$ cat src/rtl/qam_nmod_mapper.sv
// qam_nmod_mapper: serial-to-symbol QAM mapper with carrier multiply and I/Q sum.
// Optional feature macro: QAM_GRAY_EN (Gray-decode each axis code before amplitude mapping).
module qam_nmod_mapper #(
  parameter int unsigned BITS_PER_AXIS = 2,
  parameter int unsigned CAR_W         = 12,
  parameter int unsigned OUT_W         = CAR_W + BITS_PER_AXIS + 2,
  parameter bit          MSB_FIRST     = 1'b1
) (
  input  logic                     clk_16,
  input  logic                     rst_n,
  input  logic                     sync_clr,
  input  logic                     bit_in,
  input  logic                     bit_valid,
  input  logic signed [CAR_W-1:0]  cos,
  input  logic signed [CAR_W-1:0]  sin,
  output logic [BITS_PER_AXIS-1:0] bitsa,
  output logic [BITS_PER_AXIS-1:0] bitsb,
  output logic                     sym_strobe,
  output logic signed [OUT_W-1:0]  acos,
  output logic signed [OUT_W-1:0]  bsin,
  output logic signed [OUT_W-1:0]  qam_out,
  output logic                     out_valid
);

  localparam int unsigned K       = BITS_PER_AXIS;
  localparam int unsigned SYM_W   = 2 * K;
  localparam int unsigned CNT_W   = $clog2(SYM_W);
  localparam int unsigned AMP_OFF = (2 ** K) - 1;
  localparam logic [CNT_W-1:0] LAST_CNT = CNT_W'(SYM_W - 1);

  // r_shift keeps the 2K-1 most recent bits; the completing bit is appended on the fly.
  logic [CNT_W-1:0]      r_cnt;
  logic [SYM_W-2:0]      r_shift;
  logic [SYM_W-1:0]      r_sym;
  logic                  r_load;
  logic [SYM_W-1:0]      w_shift_nxt;
  logic [K-1:0]          w_sym_i;
  logic [K-1:0]          w_sym_q;
  logic [K-1:0]          w_code_i;
  logic [K-1:0]          w_code_q;
  logic [K-1:0]          w_bin_a;
  logic [K-1:0]          w_bin_b;
  logic signed [K:0]     w_amp_a;
  logic signed [K:0]     w_amp_b;
  logic signed [OUT_W-1:0] w_acos;
  logic signed [OUT_W-1:0] w_bsin;
  logic signed [OUT_W-1:0] w_qam;

  assign w_shift_nxt = {r_shift, bit_in};
  assign w_sym_i     = r_sym[SYM_W-1:K];
  assign w_sym_q     = r_sym[K-1:0];

  // Bit collection; a completed symbol is parked in r_sym so a later clear cannot cancel its load.
  always_ff @(posedge clk_16 or negedge rst_n) begin
    if (!rst_n) begin
      r_cnt   <= '0;
      r_shift <= '0;
      r_sym   <= '0;
      r_load  <= 1'b0;
    end else begin
      r_load <= 1'b0;
      if (sync_clr) begin
        r_cnt   <= '0;
        r_shift <= '0;
      end else if (bit_valid) begin
        r_shift <= w_shift_nxt[SYM_W-2:0];
        if (r_cnt == LAST_CNT) begin
          r_cnt  <= '0;
          r_sym  <= w_shift_nxt;
          r_load <= 1'b1;
        end else begin
          r_cnt <= r_cnt + CNT_W'(1);
        end
      end
    end
  end

  // Per-axis bit order: first received bit is the MSB, or the LSB when MSB_FIRST=0.
  always_comb begin
    w_code_i = w_sym_i;
    w_code_q = w_sym_q;
    if (!MSB_FIRST) begin
      for (int i = 0; i < int'(K); i++) begin
        w_code_i[i] = w_sym_i[int'(K) - 1 - i];
        w_code_q[i] = w_sym_q[int'(K) - 1 - i];
      end
    end
  end

  // Symbol hold registers and the one-cycle load strobe.
  always_ff @(posedge clk_16 or negedge rst_n) begin
    if (!rst_n) begin
      bitsa      <= '0;
      bitsb      <= '0;
      sym_strobe <= 1'b0;
    end else begin
      sym_strobe <= r_load;
      if (r_load) begin
        bitsa <= w_code_i;
        bitsb <= w_code_q;
      end
    end
  end

  // Axis code to natural binary index (Gray decode when enabled).
  always_comb begin
    w_bin_a = bitsa;
    w_bin_b = bitsb;
`ifdef QAM_GRAY_EN
    for (int i = 0; i < int'(K); i++) begin
      w_bin_a[i] = ^(bitsa >> i);
      w_bin_b[i] = ^(bitsb >> i);
    end
`else
`endif
  end

  // Odd-integer amplitude 2*code-(2^K-1), then full-precision carrier products.
  always_comb begin
    w_amp_a = $signed({w_bin_a, 1'b0} - (K + 1)'(AMP_OFF));
    w_amp_b = $signed({w_bin_b, 1'b0} - (K + 1)'(AMP_OFF));
    w_acos  = OUT_W'(w_amp_a) * OUT_W'(cos);
    w_bsin  = OUT_W'(w_amp_b) * OUT_W'(sin);
    w_qam   = w_acos - w_bsin;
  end

  // Product stage; outputs stay zero until the first loaded symbol reaches them.
  always_ff @(posedge clk_16 or negedge rst_n) begin
    if (!rst_n) begin
      acos      <= '0;
      bsin      <= '0;
      qam_out   <= '0;
      out_valid <= 1'b0;
    end else if (sym_strobe || out_valid) begin
      acos      <= w_acos;
      bsin      <= w_bsin;
      qam_out   <= w_qam;
      out_valid <= 1'b1;
    end
  end

endmodule

$ cat config.mk
export PLATFORM = sky130hd
export DESIGN_NAME = qam_nmod_mapper
export DESIGN_NICKNAME = d
export VERILOG_FILES = /design/src/rtl/qam_nmod_mapper.sv
export SDC_FILE = /design/constraint.sdc
export NUM_CORES = 1
export LEC_CHECK = 0
export BUFFER_PORTS_ARGS = -buffer_cell sky130_fd_sc_hd__buf_2
export CAP_MARGIN = 10
export CORE_ASPECT_RATIO = 0.9
export CORE_MARGIN = 2
export CORE_UTILIZATION = 50
export CTS_BUF_LIST = sky130_fd_sc_hd__clkbuf_4 sky130_fd_sc_hd__clkbuf_8
export CTS_CLUSTER_DIAMETER = 80
export DETAILED_ROUTE_END_ITERATION = 8
export PLACE_DENSITY = 0.72
export SETUP_SLACK_MARGIN = 0.3
export SYNTH_ARGS = -nofsm -noshare
export SYNTH_HDL_FRONTEND = slang
export SYNTH_SLANG_ARGS = --single-unit
$ cat constraint.sdc
create_clock -name clk_16 -period 8.7 [get_ports clk_16]
set_input_delay 0.435 -clock clk_16 [delete_from_list [all_inputs] [get_ports clk_16]]
set_output_delay 0.435 -clock clk_16 [all_outputs]
set_load 0.02 [all_outputs]
# Word-level counts from Yosys, hierarchy flattened
# Index checks and enable logic that the tools add are counted.
# W data, S select, Z words.
dict set report classes {
  addsub 4
  n_mul 2
  eq_ne 1
  muxes 8
  bitwise 1
  n_reduce_logical 3
}
# operator count
set op_table {}
lappend op_table {{$mul A3 B12 Y15} 2}
lappend op_table {{$sub A15 B15 Y16} 1}
lappend op_table {{$mux W2} 3}
lappend op_table {{$mux W3} 2}
lappend op_table {{$sub A3 B2 Y3 const B} 2}
lappend op_table {{$mux W1} 3}
lappend op_table {{$reduce_and A3 Y1} 1}
lappend op_table {{$add A2 B1 Y2 const B} 1}
lappend op_table {{$eq A2 B2 Y1 const B} 1}
lappend op_table {{$reduce_bool A2 Y1} 1}
lappend op_table {{$logic_or A1 B1 Y1} 1}
lappend op_table {{$not A1 Y1} 1}
dict set report totals {
  ff_bits 62
  in_bits 29
}

# Logic depth before layout (Yosys ltp)
# Gate-level depths: netlist (run 1).
dict set report logic_depth {
  word_depth 4
  mapped_depth 21
  ltp_nobuf 20
}

# Worst setup path before layout (run 1)
# Ideal clock, no wire load.
dict set report synth_path {
  path_type {register to register}
  startpoint {reg bitsa[1]}
  endpoint {reg qam_out[14]}
  setup_time_ns 0.125
  t_arrival_ns 4.559
  required_time_ns 8.575
  setup_slack_ns 4.016
  stages_incl_launch_ff 19
  n_path_buf 1
  cell_sequence {dfrtp_1 clkbuf_1 or2_2 fa_1 fa_1 inv_1 ha_1 fa_1 nand3_1 a21oi_1 o21ai_0 a21boi_0 nor2_1 ha_1 a21o_1 a21o_1 o31a_1 o311a_1 mux2i_1}
}
dict set report synth_between {
  elab_chain_len 3
}
# element line_no
set synth_rtl {}
lappend synth_rtl {{start, declared} 16} ;# output logic [BITS_PER_AXIS-1:0] bitsa,
lappend synth_rtl {{start signal, assigned} 99} ;# bitsa <= w_code_i;
lappend synth_rtl {{$sub A3 B2 Y3} 120} ;# w_amp_a = $signed({w_bin_a, 1'b0} - (K + 1)'(AMP_OFF));
lappend synth_rtl {{$mul A3 B12 Y15} 122} ;# w_acos = OUT_W'(w_amp_a) * OUT_W'(cos);
lappend synth_rtl {{named net w_acos[9]} 45} ;# logic signed [OUT_W-1:0] w_acos;
lappend synth_rtl {{$sub A15 B15 Y16} 124} ;# w_qam = w_acos - w_bsin;
lappend synth_rtl {{end signal, assigned} 137} ;# qam_out <= w_qam;
lappend synth_rtl {{end, declared} 21} ;# output logic signed [OUT_W-1:0] qam_out,
# The timed path passes the listed nets, and every way through them passes these cells.
# A chain may end at the register's enable or synchronous reset.

# Worst setup path in the final report (run 1)
# Ends and elaborated chain as after synthesis.

==> results of run 1 <==
## worst reg2reg max path, cell delays in order, from the launching register on
cell and delay (ns):
dfrtp_1 0.54, or2_2 0.38, fa_1 0.49, fa_1 0.42, inv_1 0.06, ha_1 0.22, fa_1 0.25, nand3_1 0.11
a21oi_1 0.23, o21ai_0 0.16, a21boi_0 0.25, nor2_1 0.10, ha_1 0.33, a21o_1 0.21, a21o_1 0.22, o31a_1 0.34
o311a_1 0.36, mux2i_1 0.12
## metal layers
layer,part of all wire,GRT usage,vias to the layer above
li1,-,-,2073
met5,0,0,-
met3,0.036,0.04269,20
met2,0.49,0.3687,85
met4,0.018,0.05033,0
met1,0.46,0.2740,1976
## per-stage QoR
step / worst slack, ns / std cells / hold WS, ns
2_1_floorplan: 4.016 / 550 / 0.1394
3_3_place_gp: 3.952 / 745 / 0.4478
3_5_place_dp: 3.827 / 745 / 0.4532
4_1_cts: 3.806 / 761 / 0.2605
5_1_grt: 3.386 / 761 / 0.3035
6_report: 3.812 / 761 / 0.2426
## final cells by class
class                      count  area (sq um)  share of cell area
clock inverter                 7         102.6             0.01739
sequential                    62          1551              0.2630
tap                          129         161.4             0.02736
inverter                      29         108.9             0.01845
multi-input combinational    441          3426              0.5807
clock buffer                   9         123.9             0.02100
timing repair buffer          84         425.4             0.07211
## report_power, final
part           internal (uW)  switching (uW)  total [uW]
Clock                    165             132         297
Combinational            329             536         865
Sequential               395            66.1         462
## logic make-up (layout without fill, tap and decap cells)
group	after synthesis	count (layout)	synth area share
xor+xnor	23	23	0.03893
compound gates	126	126	0.1620
mux	17	17	0.03506
buf+inv	47	129	0.03917
simple gates	187	187	0.1736
flops	62	62	0.2998
fa+ha+maj	88	88	0.2515
## cell usage in the layout (no fill, tap or decap), types with 3 or more instances in the layout
cell and instances:
nor2b_1 4, a21o_1 9, nand2_1 65, dfrtp_1 62
xnor2_1 13, fa_1 27, nor3_1 6, o21a_1 7
a31oi_1 3, nor2_1 51, o21bai_1 3, nand3_1 8
or2_2 5, nor3b_1 5, a21boi_0 6, o31ai_1 5
inv_6 4, a21oi_1 34, inv_1 28, mux2_2 9
o211ai_1 5, clkbuf_8 9, o21ai_0 32, o31a_1 3
mux2i_1 8, ha_1 60, and3_1 5, buf_2 82
xor2_1 10, and2_1 22, nand2b_1 4
## sequential cells by signal, indices dropped and copies added (netlist names)
name	cells
r_shift	3
acos	15
sym_strobe	1
bsin	15
qam_out	16
bitsa	2
bitsb	2
r_sym	4
r_load	1
r_cnt	2
out_valid	1
## worst paths after layout
kind	start	cells past startpoint	to	slack (ns)
max in group asynchronous	rst_n	2	bsin[10]	7.93
hold reg to reg	acos[10]	2	acos[10]	0.46
hold / removal	rst_n	2	acos[3]	0.24
min in group clk_16	sync_clr	2	r_cnt[1]	0.29
setup reg to reg	bitsa[1]	17	qam_out[14]	3.81
setup / recovery	bitsa[1]	17	qam_out[14]	3.81
==> impl_results.md, run 1 <==
* Clk Latency, worst-skew pair at around 0.36 ns
* Root buffer cell: clkbuf_8
* Die width at roughly 110 microns
* Placed cell areas at between 5000 and 6000 sq um
* CTS tree: built
* Count leader, synth: nand2_1
* First drt pass iteration count at 4
* I/O Pins at 83
* Die height at slightly above 100 microns
* Antenna cells at 0
* Max IR drop VDD at ~0.00018 V
* Input/output buffers at just over 80
* Final Skew at 0.009054 ns
* Crit path cell chain: or2_2 -> fa_1 -> fa_1 -> inv_1 -> ha_1 -> fa_1 -> nand3_1 -> a21oi_1 -> o21ai_0 -> a21boi_0 -> nor2_1 -> ha_1 -> a21o_1 -> a21o_1 -> o31a_1 -> o311a_1 -> mux2i_1
* FF+latch count, synth at between 60 and 70
* Antenna Nets Post-Route at 0
* Max H-tree Level at 3
* Post-synthesis net count at 666
* Power Total at approximately 1600 uW
* Crit path buffers/inverters at 1
* Top cells by count, synth: 65 x nand2_1, 62 x dfrtp_1, 60 x ha_1, 51 x nor2_1, 34 x a21oi_1
* Die Area at around 11,000 sq um
* Post-Synthesis Cells at 550
* EDFF count, synth at 0
* Post-synthesis sequential area ratio at 0.2998
* Fmax at between 200 and 250 MHz
* First-pass GRT wire length at roughly 19,000 microns
* Layout cells sized above 1 at 0.2009
* Worst stage delay on the critical path at approximately 0.54 ns
* GRT Residual Overflow at 0
* Initial Util at 0.5094
* RePlAce Congestion at 0.8861
* CP max FO at 15
* Least-Margin Pin Slew at about 0.80 ns
* Residual DRC at 0
* Top-area cell type share of the netlist area at 0.2998
* Hpwl dp at between 8000 and 9000 microns
* Filler cells at 908
* Mean post-synth cell area at approximately 9.4 sq um
* GRT Total Usage at 0.2112
* Via density per instance at around 5.5
* Async set-reset flop share out of synthesis at 1.000
* CORE AREA at 10,160 sq um
* Final hold violations at 0
* Vias in the first global route at between 4,000 and 5,000
* Top post-synthesis cells by area: dfrtp_1 30%, ha_1 15%, fa_1 10%
* Max stage delay cell, worst path: dfrtp_1
* Crit path top cell by count: fa_1
* Setup violation total in the final timing report at 0
* Max Slew Vio Count at 0
* Status: finished clean
* Post-synth top area cell: dfrtp_1
* Worst-path clk slew at about 0.080 ns
* Hold-fix buffers, CTS at 0
* Core Rows at 35
* CP arrival at between 5 and 6 ns
* Tmin final at 4.888 ns
* RSZ-0062 raised after global routing: false
* Post-route cell area at just under 6000 sq um
* Top FF cell, synth: dfrtp_1
* Total CTS buffers at 9
* Hold crit path type: in2async
* Warnings, synthesis at 0
* Synth cell types at just under 60
* Max-Cap Viols at 0
* CP Class: reg2reg
* Total Wirelength at 11,380 microns
* Initial antenna violation count at 0
* Post-CTS setup buffer count at 0
* Clock sink total at 62
* Synth Cell Area at between 5000 and 6000 sq um
* Routed vias at 4,154
* CP top delay family: compound AO/OA/AOI/OAI gates
* Final cycle utilization of the critical path at 0.5619
* Largest net degree at the start of global routing at 63
* Area grow syn2layout at 14.00%
* Final core utilization at 0.5807
* DRT iter0 DRCs at between 100 and 150
* Clk buf depth at 2
* Leakage at about 0.003 uW
* CP Launch Type: register
* PwrDens at between 200 and 300 nW/um^2
* Worst endpoint required time at 8.95 ns
* TNS Setup at 0 ns
* WL/cell at between 10 and 15 microns
* CP Capture Type: register
* Max_slew headroom at 0.4658
* Nets at 743
* Resized Gates After CTS at 0
Note: power is estimated with default switching activity, not from simulation.
==> run 2: changes to the inputs <==
==> constraint.sdc (replaced) <==
create_clock -name clk_16 -period 4.6 [get_ports clk_16]
set_input_delay 0.23 -clock clk_16 [delete_from_list [all_inputs] [get_ports clk_16]]
set_output_delay 0.23 -clock clk_16 [all_outputs]
set_load 0.02 [all_outputs]
==> impl_results.md, run 2 (same netlist as run 1, synthesis figures left out) <==
* Via density per instance at 5.476
* Register area at 1556 sq um
* Core Rows at 35
* Die height at slightly above 100 microns
* Least-Margin Pin Slew at around 0.8 ns
* Hold crit path type: in2async
* RePlAce Congestion at between 0.8 and 0.9
* Clk buf depth at 2
* Filler cells at ~850
* Max reg flops at 16
* Max H-tree Level at 3
* CORE AREA at 10,160 sq um
* Worst endpoint required time at around 5 ns
* Area of the multi-input gates at between 3000 and 4000 sq um
* I/O Pins at 83
* Hpwl dp at a little over 9000 microns
* RSZ-0062 raised after global routing: true
* Worst-path clk slew at 0.07 ns
* Initial antenna violation count at 0
* Largest net degree at the start of global routing at 63
* Die width at around 110 microns
* Fmax at roughly 240 MHz
* Max IR drop VDD at around 0.00035 V
* CP max FO at 5
* CP arrival at roughly 4.4 ns
* Final cycle utilization of the critical path at 0.9060
* Total CTS buffers at 9
* Max_slew headroom at 0.4630
* Final Skew at about 0.012 ns
* Most flops, register: qam_out
* First drt pass iteration count at 4
* Post-route cell area at around 6400 sq um
* WL met3 at 419 microns
* Clock sink total at just over 60
* WL/cell at roughly 16 microns
* Final hold violations at 0
* Met1 WL at approximately 5500 microns
* Total Wirelength at around 13,000 microns
* Root buffer cell: clkbuf_8
* Routed vias at around 4,300
* CTS tree: built
* Commonest cells after routing, fill and taps aside: 82 x buf_2, 64 x nand2_1, 58 x dfrtp_1
* PwrDens at approximately 500 nW/um^2
* Crit path launch: bitsb[1]
* Antenna cells at 0
* CP Class: reg2reg
* Residual DRC at 0
* CP Launch Type: register
* Antenna Nets Post-Route at 0
* GRT Total Usage at 0.2209
* Largest regs: qam_out x16, acos x15, bsin x15
* Leakage at about 0.0031 uW
* DRT iter0 DRCs at 164
* TNS Setup at 0 ns
* Nets at about 770
* GRT Residual Overflow at 0
* Hold-fix buffers, CTS at 0
* Max Slew Vio Count at 0
* Layout cells sized above 1 at 0.3242
* Placed cell areas at 5722 sq um
* Area grow syn2layout at 24.23%
* CP Capture Type: register
* Die Area at 11,180 sq um
* Most common cell after layout, fill and taps aside: buf_2
* Setup violation total in the final timing report at 0
* Reg2reg start: bitsb[1]
* Power Total at 3218 uW
* Vias in the first global route at about 4,300
* Input/output buffers at 82
* Max Used Layer: met4
* Initial Util at 0.5094
* Status: finished clean
* Max-Cap Viols at 0
* Clk Latency, worst-skew pair at 0.35 ns
* First-pass GRT wire length at 19,840 microns
* Metal2 WL at about 6600 microns
* Tmin final at about 4.2 ns
-- run 2: metal layers --
layer  vias to the layer above  track usage
li1                       2115            -
met1                      2082       0.2683
met2                        79       0.4038
met3                        12      0.05051
met4                         0      0.05033
met5                         -            0
-- run 2: path summary, 6_finish.rpt --
kind                               endpoint  slack [ns]  depth (start not counted)
min in group clk_16                r_cnt[0]        0.11                          2
worst min-delay path                acos[4]        0.06                          2
worst min register to register     bsin[12]        0.47                          2
worst max register to register  qam_out[14]        0.43                         18
max in group asynchronous          bitsb[1]        3.98                          2
worst max-delay path            qam_out[14]        0.43                         18
-- run 2: repair_timing --
action                                  in CTS  in global routing
setup buffers                                8                 12
pin swaps                                    8                 39
gates resized for setup                     15                 59
endpoints found under the setup margin       5                  6
-- run 2: report_power, final --
part	internal [uW]	switching, uW
clock network	276	228
logic	738	1110
registers	748	118
-- run 2: stage by stage --
step	setup slack, ns	instances	util	hold WS [ns]
6_report	0.4322	783	0.6328	0.05731
5_1_grt	0.2157	783	0.6328	0.1226
4_1_cts	0.3016	771	0.5932	0.07616
3_5_place_dp	0.09545	747	0.5632	0.4545
3_3_place_gp	0.2291	747	0.5632	0.4475
2_1_floorplan	0.3032	550	-	-0.06559
-- run 2: layout make-up --
cell class	instances	share of cell area
clock buffers	12	0.02374
flip-flops and latches	62	0.2421
repair buffers	106	0.09186
multi-input cells	441	0.5928
clock inverters	4	0.007396
inverters	29	0.01693
well taps	129	0.02511
-- run 2: critical path, stage by stage (launching register included) --
cell and delay [ns]:
dfrtp_2 0.44, or2_4 0.24, fa_1 0.50, fa_2 0.20
inv_2 0.05, ha_4 0.16, fa_2 0.40, nand3_2 0.09
a21oi_2 0.06, o21ai_2 0.17, nand2_2 0.08, xnor2_2 0.23
ha_4 0.25, a21o_1 0.16, a21o_1 0.20, o21a_1 0.17
o31a_1 0.13, o311a_1 0.37, mux2i_1 0.17
